File: config.mk
export PLATFORM = sky130hd
export DESIGN_NAME = button_conditioner
export DESIGN_NICKNAME = d
export VERILOG_FILES = /design/src/rtl/button_conditioner.sv
export SDC_FILE = /design/constraint.sdc
export NUM_CORES = 1
export LEC_CHECK = 0
export ABC_AREA = 1
export CELL_PAD_IN_SITES_DETAIL_PLACEMENT = 1
export CELL_PAD_IN_SITES_GLOBAL_PLACEMENT = 1
export CORE_AREA = 2 2 152 154
export CTS_CLUSTER_DIAMETER = 150
export DETAILED_ROUTE_END_ITERATION = 8
export DIE_AREA = 0 0 154 156
export GPL_TIMING_DRIVEN = 0
export PLACE_DENSITY = 0.78
export SLEW_MARGIN = 20
export SYNTH_ARGS = -nofsm -noshare
export SYNTH_HDL_FRONTEND = slang
export SYNTH_SLANG_ARGS = --single-unit
export TNS_END_PERCENT = 10
File: constraint.sdc
create_clock -name clk_clk -period 6.6 [get_ports clk_clk]
set_input_delay 0.99 -clock clk_clk [delete_from_list [all_inputs] [get_ports clk_clk]]
set_output_delay 0.99 -clock clk_clk [all_outputs]
set_load 0.05 [all_outputs]
File: src/rtl/button_conditioner.sv
// Push-button front end: per-bit synchronizer, debounce filter, press-edge
// detection and optional hold-to-auto-repeat, all outputs registered.
module button_conditioner #(
  parameter int                 NUM_BTN         = 4,
  parameter bit                 ACTIVE_LOW      = 1'b1,
  parameter int                 DEBOUNCE_CYCLES = 1000000,
  parameter int                 REPEAT_DELAY    = 25000000,
  parameter int                 REPEAT_RATE     = 10000000,
  parameter logic [NUM_BTN-1:0] REPEAT_MASK     = NUM_BTN'(4'b0110)
) (
  input  logic               clk_clk,
  input  logic               reset_reset,
  input  logic [NUM_BTN-1:0] btn_raw_i,
  output logic [NUM_BTN-1:0] btn_level_o,
  output logic [NUM_BTN-1:0] btn_press_o,
  output logic [NUM_BTN-1:0] btn_repeat_o,
  output logic [NUM_BTN-1:0] btn_event_o,
  output logic               any_event_o
);

  localparam int CNT_W  = $clog2(DEBOUNCE_CYCLES);
  localparam int RMAX   = (REPEAT_DELAY > REPEAT_RATE) ? REPEAT_DELAY : REPEAT_RATE;
  localparam int RCNT_W = $clog2(RMAX + 1);

  localparam logic [CNT_W-1:0]   DB_LAST  = CNT_W'(DEBOUNCE_CYCLES - 1);
  localparam logic [RCNT_W-1:0]  RD_LAST  = RCNT_W'(REPEAT_DELAY - 1);
  localparam logic [RCNT_W-1:0]  RR_LAST  = RCNT_W'(REPEAT_RATE - 1);
  localparam logic [NUM_BTN-1:0] RELEASED = {NUM_BTN{ACTIVE_LOW}};

  typedef enum logic [1:0] {
    IDLE,
    DELAY,
    REPEAT
  } rep_state_t;

  logic [NUM_BTN-1:0] sync_q1;
  logic [NUM_BTN-1:0] sync_q2;
  logic [NUM_BTN-1:0] sync_p;
  logic [NUM_BTN-1:0] press_d;
  logic [NUM_BTN-1:0] repeat_d;

  // NOTE: sequential state uses non-blocking (<=) so every flop samples the
  // pre-edge value of its neighbours, which is what makes the 2-flop chain work.
  always_ff @(posedge clk_clk or posedge reset_reset) begin
    if (reset_reset) begin
      sync_q1 <= RELEASED;
      sync_q2 <= RELEASED;
    end else begin
      sync_q1 <= btn_raw_i;
      sync_q2 <= sync_q1;
    end
  end

  assign sync_p = ACTIVE_LOW ? ~sync_q2 : sync_q2;

  for (genvar i = 0; i < NUM_BTN; i++) begin : g_btn
    logic [CNT_W-1:0] cnt_q;
    logic [CNT_W-1:0] cnt_d;
    logic             lvl_q;
    logic             lvl_d;

    always_comb begin
      // NOTE: every output of a combinational block gets a default first, so
      // no path leaves a value unassigned and no latch is inferred.
      cnt_d = cnt_q;
      lvl_d = lvl_q;
      if (sync_p[i] == lvl_q) begin
        cnt_d = '0;
      end else if (cnt_q == DB_LAST) begin
        lvl_d = sync_p[i];
        cnt_d = '0;
      end else begin
        cnt_d = cnt_q + CNT_W'(1);
      end
    end

    always_ff @(posedge clk_clk or posedge reset_reset) begin
      if (reset_reset) begin
        cnt_q <= '0;
        lvl_q <= 1'b0;
      end else begin
        cnt_q <= cnt_d;
        lvl_q <= lvl_d;
      end
    end

    assign btn_level_o[i] = lvl_q;
    // Press is taken from the incoming level so the registered pulse lines up
    // with the first cycle btn_level_o is high.
    assign press_d[i] = lvl_d & ~lvl_q;

    if (REPEAT_MASK[i]) begin : g_rep
      rep_state_t        state_q;
      rep_state_t        state_d;
      logic [RCNT_W-1:0] rcnt_q;
      logic [RCNT_W-1:0] rcnt_d;
      logic              fire_d;

      always_ff @(posedge clk_clk or posedge reset_reset) begin
        if (reset_reset) begin
          state_q <= IDLE;
          rcnt_q  <= '0;
        end else begin
          state_q <= state_d;
          rcnt_q  <= rcnt_d;
        end
      end

      // state_q/rcnt_q describe the current output cycle; the step below uses
      // that cycle's level and press to form the next cycle's state.
      always_comb begin
        state_d = state_q;
        rcnt_d  = rcnt_q;
        fire_d  = 1'b0;
        unique case (state_q)
          IDLE: begin
            if (btn_press_o[i]) begin
              state_d = DELAY;
              rcnt_d  = '0;
            end
          end
          DELAY: begin
            if (!lvl_q) begin
              state_d = IDLE;
            end else if (rcnt_q == RD_LAST) begin
              state_d = REPEAT;
              rcnt_d  = '0;
            end else begin
              rcnt_d = rcnt_q + RCNT_W'(1);
            end
          end
          REPEAT: begin
            if (!lvl_q) begin
              state_d = IDLE;
            end else if (rcnt_q == RR_LAST) begin
              rcnt_d = '0;
            end else begin
              rcnt_d = rcnt_q + RCNT_W'(1);
            end
          end
          default: state_d = IDLE;
        endcase
        // The pulse registers with the level it belongs to: a release arriving
        // on the terminal count suppresses it.
        if (lvl_d) begin
          if (state_d == DELAY && rcnt_d == RD_LAST) fire_d = 1'b1;
          if (state_d == REPEAT && rcnt_d == RR_LAST) fire_d = 1'b1;
        end
      end

      assign repeat_d[i] = fire_d;
    end else begin : g_norep
      assign repeat_d[i] = 1'b0;
    end
  end

  always_ff @(posedge clk_clk or posedge reset_reset) begin
    if (reset_reset) begin
      btn_press_o  <= '0;
      btn_repeat_o <= '0;
      btn_event_o  <= '0;
      any_event_o  <= 1'b0;
    end else begin
      btn_press_o  <= press_d;
      btn_repeat_o <= repeat_d;
      btn_event_o  <= press_d | repeat_d;
      any_event_o  <= |(press_d | repeat_d);
    end
  end

endmodule

# [Word level (Yosys, flattened, before mapping)]
# Index checks and enable logic that the tools add are counted.
[word_totals] out_inout_bits=17 inputBits=6 reg_bits=157
[op_classes] n_eq_ne=24 muxes=44 bitwise_logic=10 reduce_logical=7 addsub=6
[op_table] operator="$mux W25" n=10
[op_table] operator="$mux W20" n=8
[op_table] operator="$pmux W25 S3" n=2
[op_table] operator="$eq A25 B24 Y1 const B" n=4
[op_table] operator="$eq A25 B25 Y1 const B" n=4
[op_table] operator="$add A20 B1 Y20 const B" n=4
[op_table] operator="$eq A20 B20 Y1 const B" n=4
[op_table] operator="$add A25 B1 Y25 const B" n=2
[op_table] operator="$mux W2" n=8
[op_table] operator="$mux W1" n=14
[op_table] operator="$pmux W2 S3" n=2
[op_table] operator="$eq A2 B1 Y1 const B" n=4
[op_table] operator="$eq A2 B2 Y1 const B" n=4
[op_table] operator="$and A1 B1 Y1" n=4
[op_table] operator="$eq A1 B1 Y1" n=4
[op_table] operator="$logic_and A1 B1 Y1" n=4
[op_table] operator="$logic_not A2 Y1" n=2
[op_table] operator="$not A1 Y1" n=4
[op_table] operator="$not A4 Y4" n=1
[op_table] operator="$or A4 B3 Y4" n=1
[op_table] operator="$reduce_or A4 Y1" n=1

# [Logic depth before layout (Yosys ltp)]
[depth] ltp_word=11 depth_mapped=22 ltp_nobuf=21

# [Worst setup path before layout]
# Ideal clock, no wire load.
[synth_path] path_type="register to register" start="reg g_btn[2].g_rep.rcnt_q[0]" end="reg any_event_o" n_path_buf=0 path_stages_with_launch=19 arrival_ns=1.976 slack_ns=4.505 required_ns=6.481 setup_ns=0.119 path_cell_list="dfrtp_1 > ha_1 > nand2_1 > nor2_2 > nand3_1 > nor2_1 > nand2_1 > nand3_1 > nand2_1 > nand3_1 > nand2_1 > nor2_1 > nor2_1 > nand3_1 > nor2_1 > nand3_2 > nand2_2 > a21oi_2 > nand2_1"
[synth_between] elab_chain_len=11 elab_cells_between_ends=23 cone_classes="add/sub: 1; eq/ne: 6; mux: 12; bitwise: 1; reduce/logical: 3"
[synth_lines] item="start, declared" line="95" rtl="logic [RCNT_W-1:0] rcnt_q;"
[synth_lines] item="start signal, assigned" line="105" rtl="rcnt_q <= rcnt_d;"
[synth_lines] item="$add A25 B1 Y25 (tied with other cells)" line="129, 138"
[synth_lines] item="$mux W25 (tied with other cells)" line="135" rtl="end else if (rcnt_q == RR_LAST) begin"
[synth_lines] item="$mux W25 (tied with other cells)" line="133" rtl="if (!lvl_q) begin"
[synth_lines] item="$pmux W25 S3 / $pmux W2 S3 (equally long branches)" line="115" rtl="unique case (state_q)"
[synth_lines] item="$eq A25 B25 Y1 / $eq A2 B1 Y1 (equally long branches)" line="146" rtl="if (state_d == DELAY && rcnt_d == RD_LAST) fire_d = 1'b1;"
[synth_lines] item="$logic_and A1 B1 Y1" line="146"
[synth_lines] item="$mux W1" line="146"
[synth_lines] item="$mux W1 *" line="147" rtl="if (state_d == REPEAT && rcnt_d == RR_LAST) fire_d = 1'b1;"
[synth_lines] item="$mux W1 *" line="145" rtl="if (lvl_d) begin"
[synth_lines] item="$or A4 B3 Y4 *" line="167" rtl="any_event_o <= |(press_d | repeat_d);"
[synth_lines] item="$reduce_or A4 Y1 *" line="167"
[synth_lines] item="end signal, assigned" line="167"
[synth_lines] item="end, declared" line="18" rtl="output logic any_event_o"
# Mark *: on every way between the ends. The rest lies on a longest branch, timed or not.

# [Worst setup path after layout]
[layout_path] start="reg g_btn[1].lvl_q" end="reg any_event_o"
[layout_between] elab_chain_len=9 elab_cells_between_ends=22 cone_classes="eq/ne: 5; mux: 11; bitwise: 3; reduce/logical: 3"
[layout_lines] item="start, declared" line="59" rtl="logic lvl_q;"
[layout_lines] item="start signal, assigned" line="83" rtl="lvl_q <= lvl_d;"
[layout_lines] item="$mux W25 (tied with other cells)" line="133"
[layout_lines] item="$pmux W25 S3 / $pmux W2 S3 (equally long branches)" line="115"
[layout_lines] item="$eq A25 B25 Y1 / $eq A2 B1 Y1 (equally long branches)" line="146"
[layout_lines] item="$logic_and A1 B1 Y1" line="146"
[layout_lines] item="$mux W1" line="146"
[layout_lines] item="$mux W1" line="147"
[layout_lines] item="$mux W1" line="145"
[layout_lines] item="$or A4 B3 Y4 *" line="167"
[layout_lines] item="$reduce_or A4 Y1 *" line="167"
# Marked as above.

==> parameters.txt <==
Parameter                              Value

Worst setup path
  Worst setup path start    g_btn[1].lvl_q
  Worst-case reg-to-reg path depth    19
  Setup Crit Path Kind    reg -> reg
  Most prevalent standard cell on the critical path    sky130_fd_sc_hd__nand2_1
  Required time at the worst-slack endpoint    roughly 7 ns
  Ordered list of cells on the worst path    inv_1 -> nor2_4 -> nor2_1 -> inv_1 -> buf_2 -> o21ai_0 -> inv_1 -> nand2_1 -> nand2_1 -> nand2_1 -> inv_1 -> nand2_1 -> nor2_1 -> nand3_1 -> nand2_1 -> nand3_1 -> nand2_2 -> nor2_1 -> nand2_1
  Startpoint class of the critical path    register
  Reg-to-reg startpoint    g_btn[1].lvl_q
  Critical path destination    any_event_o
  Endpoint arrival time on the critical path    3.25 ns
  Slowest stage cell, crit path    sky130_fd_sc_hd__dfrtp_1
  Slack of the worst reg-to-reg path    between 3 and 4 ns
  Maximum net fanout on the critical path    10
  Category of the worst setup path capture point    register
  CP max stage delay    0.47 ns
  Worst flop-to-flop path endpoint    any_event_o

Global routing
  First-pass GRT wire length    49450 um
  Largest net degree at the start of global routing    97
  Leftover overflow at the end of global routing    0
  Total routing resource utilization after global routing    25.40%
  Antenna violations before repair    0
  Number of global-route vias before repair    10080

Floorplan
  Die extent in y    156 um
  Starting utilization of the core area    45.66%
  Total Die Area    24020 um2
  Num ports    23
  Placeable core region    between 20000 and 25000 um2
  Row count    55
  Die Span X    154 um

Drt
  WL per Instance    between 15 and 20 um
  Via Count    ~9500
  Routed via count divided by cell count    roughly 5.3
  Number of nets with antenna violations after detailed routing    0
  Final wirelength    29050 um
  Detailed-router iteration count before antenna repair    5
  First DRT Iteration DRCs    468
  Post-detailed-route DRC marker count    0

Synth
  Yosys Warn Count    0
  Cell Area, Synth    10210 um2
  Synthesized area per cell    6.971 um2
  Top cells by area in the synthesized netlist    sky130_fd_sc_hd__dfrtp_1, sky130_fd_sc_hd__nand2_1, sky130_fd_sc_hd__inv_1
  Register area share after synthesis    38.08%
  Cells after Synth    1465
  Cell taking the most area after synthesis    sky130_fd_sc_hd__dfrtp_1
  Area share of the leading cell type in the synthesized netlist    36.02%
  Post-synthesis cell type count    50
  Flip-flop and latch count after synthesis    155

Final layout
  Sequential cell area    3889 um2
  Fraction of layout instances using a drive strength above 1    between 10% and 20%
  Signed area change from the synthesized netlist to the final layout    11.82%
  Post-layout nets    1518
  Area of the multi-input gates    approximately 5200 um2
  Diodes inserted    0
  Post-layout utilization of the core    51.06%
  Layout fillers    2908
  Finished Cell Area    11420 um2

Timing
  Tightest slew margin relative to the limit    49.31%
  Slew at the pin closest to its max-slew limit    0.7575 ns
  Minimum setup slack in the final design    between 3 and 4 ns
  Highest clock rate    between 0.3 and 0.4 GHz
  Final-report max-slew violation count    0
  Worst hold margin    0.3567 ns
  Hold Vio Cnt, Final    0
  Final cycle utilization of the critical path    between 40 and 50%
  Final setup violation count    0
  Maximum clock skew at final layout    around 0.018 ns
  RSZ-0062 raised after global routing    false
  Time the final worst path needs with I/O delays and setup    between 2 and 3 ns

Clocking
  TritonCTS Buffers    17
  Cts-stage hold buffer count    0
  Clk Latency, worst-skew pair    0.44 ns
  Post-CTS Repair Setup Buffers    0
  CTS max path bufs    2
  Clock transition at the registers of the reported paths    0.08 ns
  Number of gates resized after cts    0
  CTS Sinks    155
  CTS root buf    sky130_fd_sc_hd__clkbuf_16
  # H-tree levels    4
  TritonCTS clock tree    built

Outcome
  Run status    finished clean

Power and ir drop
  Max VDD drop    approximately 0.14 mV
  Total power density per cell area    178.3 nW/um2
  Standby leakage power    5.223 nW
  Final total power    between 2 and 2.5 mW

Place
  HPWL reported at the end of detailed placement    21570 um
  Minimum setup slack after placement    3.732 ns
  Count of input and output buffers    20
  Final RePlAce weighted congestion    0.8619
  Dpl cell area    roughly 11000 um2

Worst hold path
  Worst min-delay path category    reg -> reg

Job
  Max-cap check violation count    0
kinds of logic (layout without fill, tap and decap cells):
group / Yosys count / after routing / share of synthesized area, %
other cells: 1 / 2 / 0.03672
flops: 155 / 155 / 38.08
compound gates: 141 / 141 / 8.086
fa+ha+maj: 6 / 6 / 0.7351
buf+inv: 278 / 331 / 11.09
simple gates: 841 / 841 / 38.29
xor+xnor: 43 / 43 / 3.688
worst min path at each step:
stage,startpoint,to,slack (ns),cells after the start
2_1_floorplan,sync_q1[0],sync_q2[0],0.35,0
3_3_place_gp,sync_q1[0],sync_q2[0],0.35,0
3_5_place_dp,sync_q1[0],sync_q2[0],0.35,0
4_1_cts,sync_q1[3],sync_q2[3],0.36,0
5_1_grt,sync_q1[3],sync_q2[3],0.37,0
6_report,sync_q1[3],sync_q2[3],0.36,0
state kept, by name, indices dropped and copies added (netlist names), 2 cells and up:
name	cells
btn_event_o	4
btn_press_o	2
btn_repeat_o	2
g_btn.cnt_q	80
g_btn.g_rep.rcnt_q	50
g_btn.g_rep.state_q	4
g_btn.lvl_q	4
sync_q1	4
sync_q2	4
through the flow:
step | TNS, ns | instances
after floorplan | 0 | 1466
after global placement | -148.72 | 1771
after detailed placement | 0 | 1772
after CTS | 0 | 1804
after global routing | 0 | 1804
final | 0 | 1804
per-layer routing:
metal	vias to the layer above	wire (um)	global-route usage (%)
li1	4710	-	-
met1	4691	13740	32.74
met2	99	14230	45.06
met3	36	592	3.361
met4	0	483	6.720
met5	-	0	0
where the power goes:
group | internal (mW) | switching [mW]
Sequential | 0.959 | 0.00573
Combinational | 0.0152 | 0.0398
Clock | 0.522 | 0.494
area by class of cell:
class	count	area share, %
timing repair buffer	21	1.994
clock buffer	18	3.846
tap	285	3.123
sequential	155	34.05
multi-input combinational	1033	45.49
clock inverter	14	1.512
inverter	239	7.943
buffer	39	2.038
worst max-delay path: cells and delay by family (launching register included):
| kind | cells | cell delay, ns |
|---|---|---|
| and+or+nand+nor | 13 | 1.47 |
| DFF | 1 | 0.47 |
| buffers and inverters | 5 | 0.74 |
| AOI/OAI and AO/OA | 1 | 0.14 |
layout by cell type (no fill, tap or decap), types with 4 or more instances in the layout:
cell,netlist,routed
sky130_fd_sc_hd__nand4_1,37,37
sky130_fd_sc_hd__nand2_4,6,6
sky130_fd_sc_hd__inv_8,0,4
sky130_fd_sc_hd__nor3_2,13,13
sky130_fd_sc_hd__or2_2,4,4
sky130_fd_sc_hd__xnor2_1,12,12
sky130_fd_sc_hd__clkdlybuf4s50_1,0,20
sky130_fd_sc_hd__nand3_2,13,13
sky130_fd_sc_hd__nor2_2,23,23
sky130_fd_sc_hd__nor4_1,5,5
sky130_fd_sc_hd__o21a_1,6,6
sky130_fd_sc_hd__o21ai_2,4,4
sky130_fd_sc_hd__a21oi_2,4,4
sky130_fd_sc_hd__ha_1,6,6
sky130_fd_sc_hd__nor2_4,9,9
sky130_fd_sc_hd__clkinv_8,0,6
sky130_fd_sc_hd__buf_4,13,13
sky130_fd_sc_hd__nand3_1,115,115
sky130_fd_sc_hd__inv_2,13,13
sky130_fd_sc_hd__dfstp_2,8,8
sky130_fd_sc_hd__nor3_1,37,37
sky130_fd_sc_hd__xor2_1,31,31
sky130_fd_sc_hd__nor2_1,201,201
sky130_fd_sc_hd__inv_1,224,223
sky130_fd_sc_hd__a21oi_1,44,44
sky130_fd_sc_hd__clkbuf_1,8,8
sky130_fd_sc_hd__nor3b_1,7,7
sky130_fd_sc_hd__buf_2,15,15
sky130_fd_sc_hd__o21ai_1,6,6
sky130_fd_sc_hd__nand2_2,15,15
sky130_fd_sc_hd__o221ai_1,6,6
sky130_fd_sc_hd__dfrtp_1,147,147
sky130_fd_sc_hd__o21ai_0,52,52
sky130_fd_sc_hd__nand2_1,346,346
sky130_fd_sc_hd__clkbuf_16,0,17
sky130_fd_sc_hd__o211ai_1,10,10
synth_stat cells, drive strengths merged:
cell type / count
xor2: 31
clkbuf: 10
a211oi: 2
ha: 6
clkinv: 1
o22ai: 2
inv: 238
dfstp: 8
buf: 29
nor3: 50
a22oi: 1
nand4: 37
nand3: 128
a21oi: 48
o211ai: 10
nand2: 367
a31oi: 2
and3: 3
o21a: 6
a32oi: 1
nor2: 233
conb: 1
nand3b: 3
nor3b: 8
or2: 5
o21ai: 63
xnor2: 12
o221ai: 6
nor4: 7
dfrtp: 147
No activity file was read; power rests on OpenSTA's default activity.
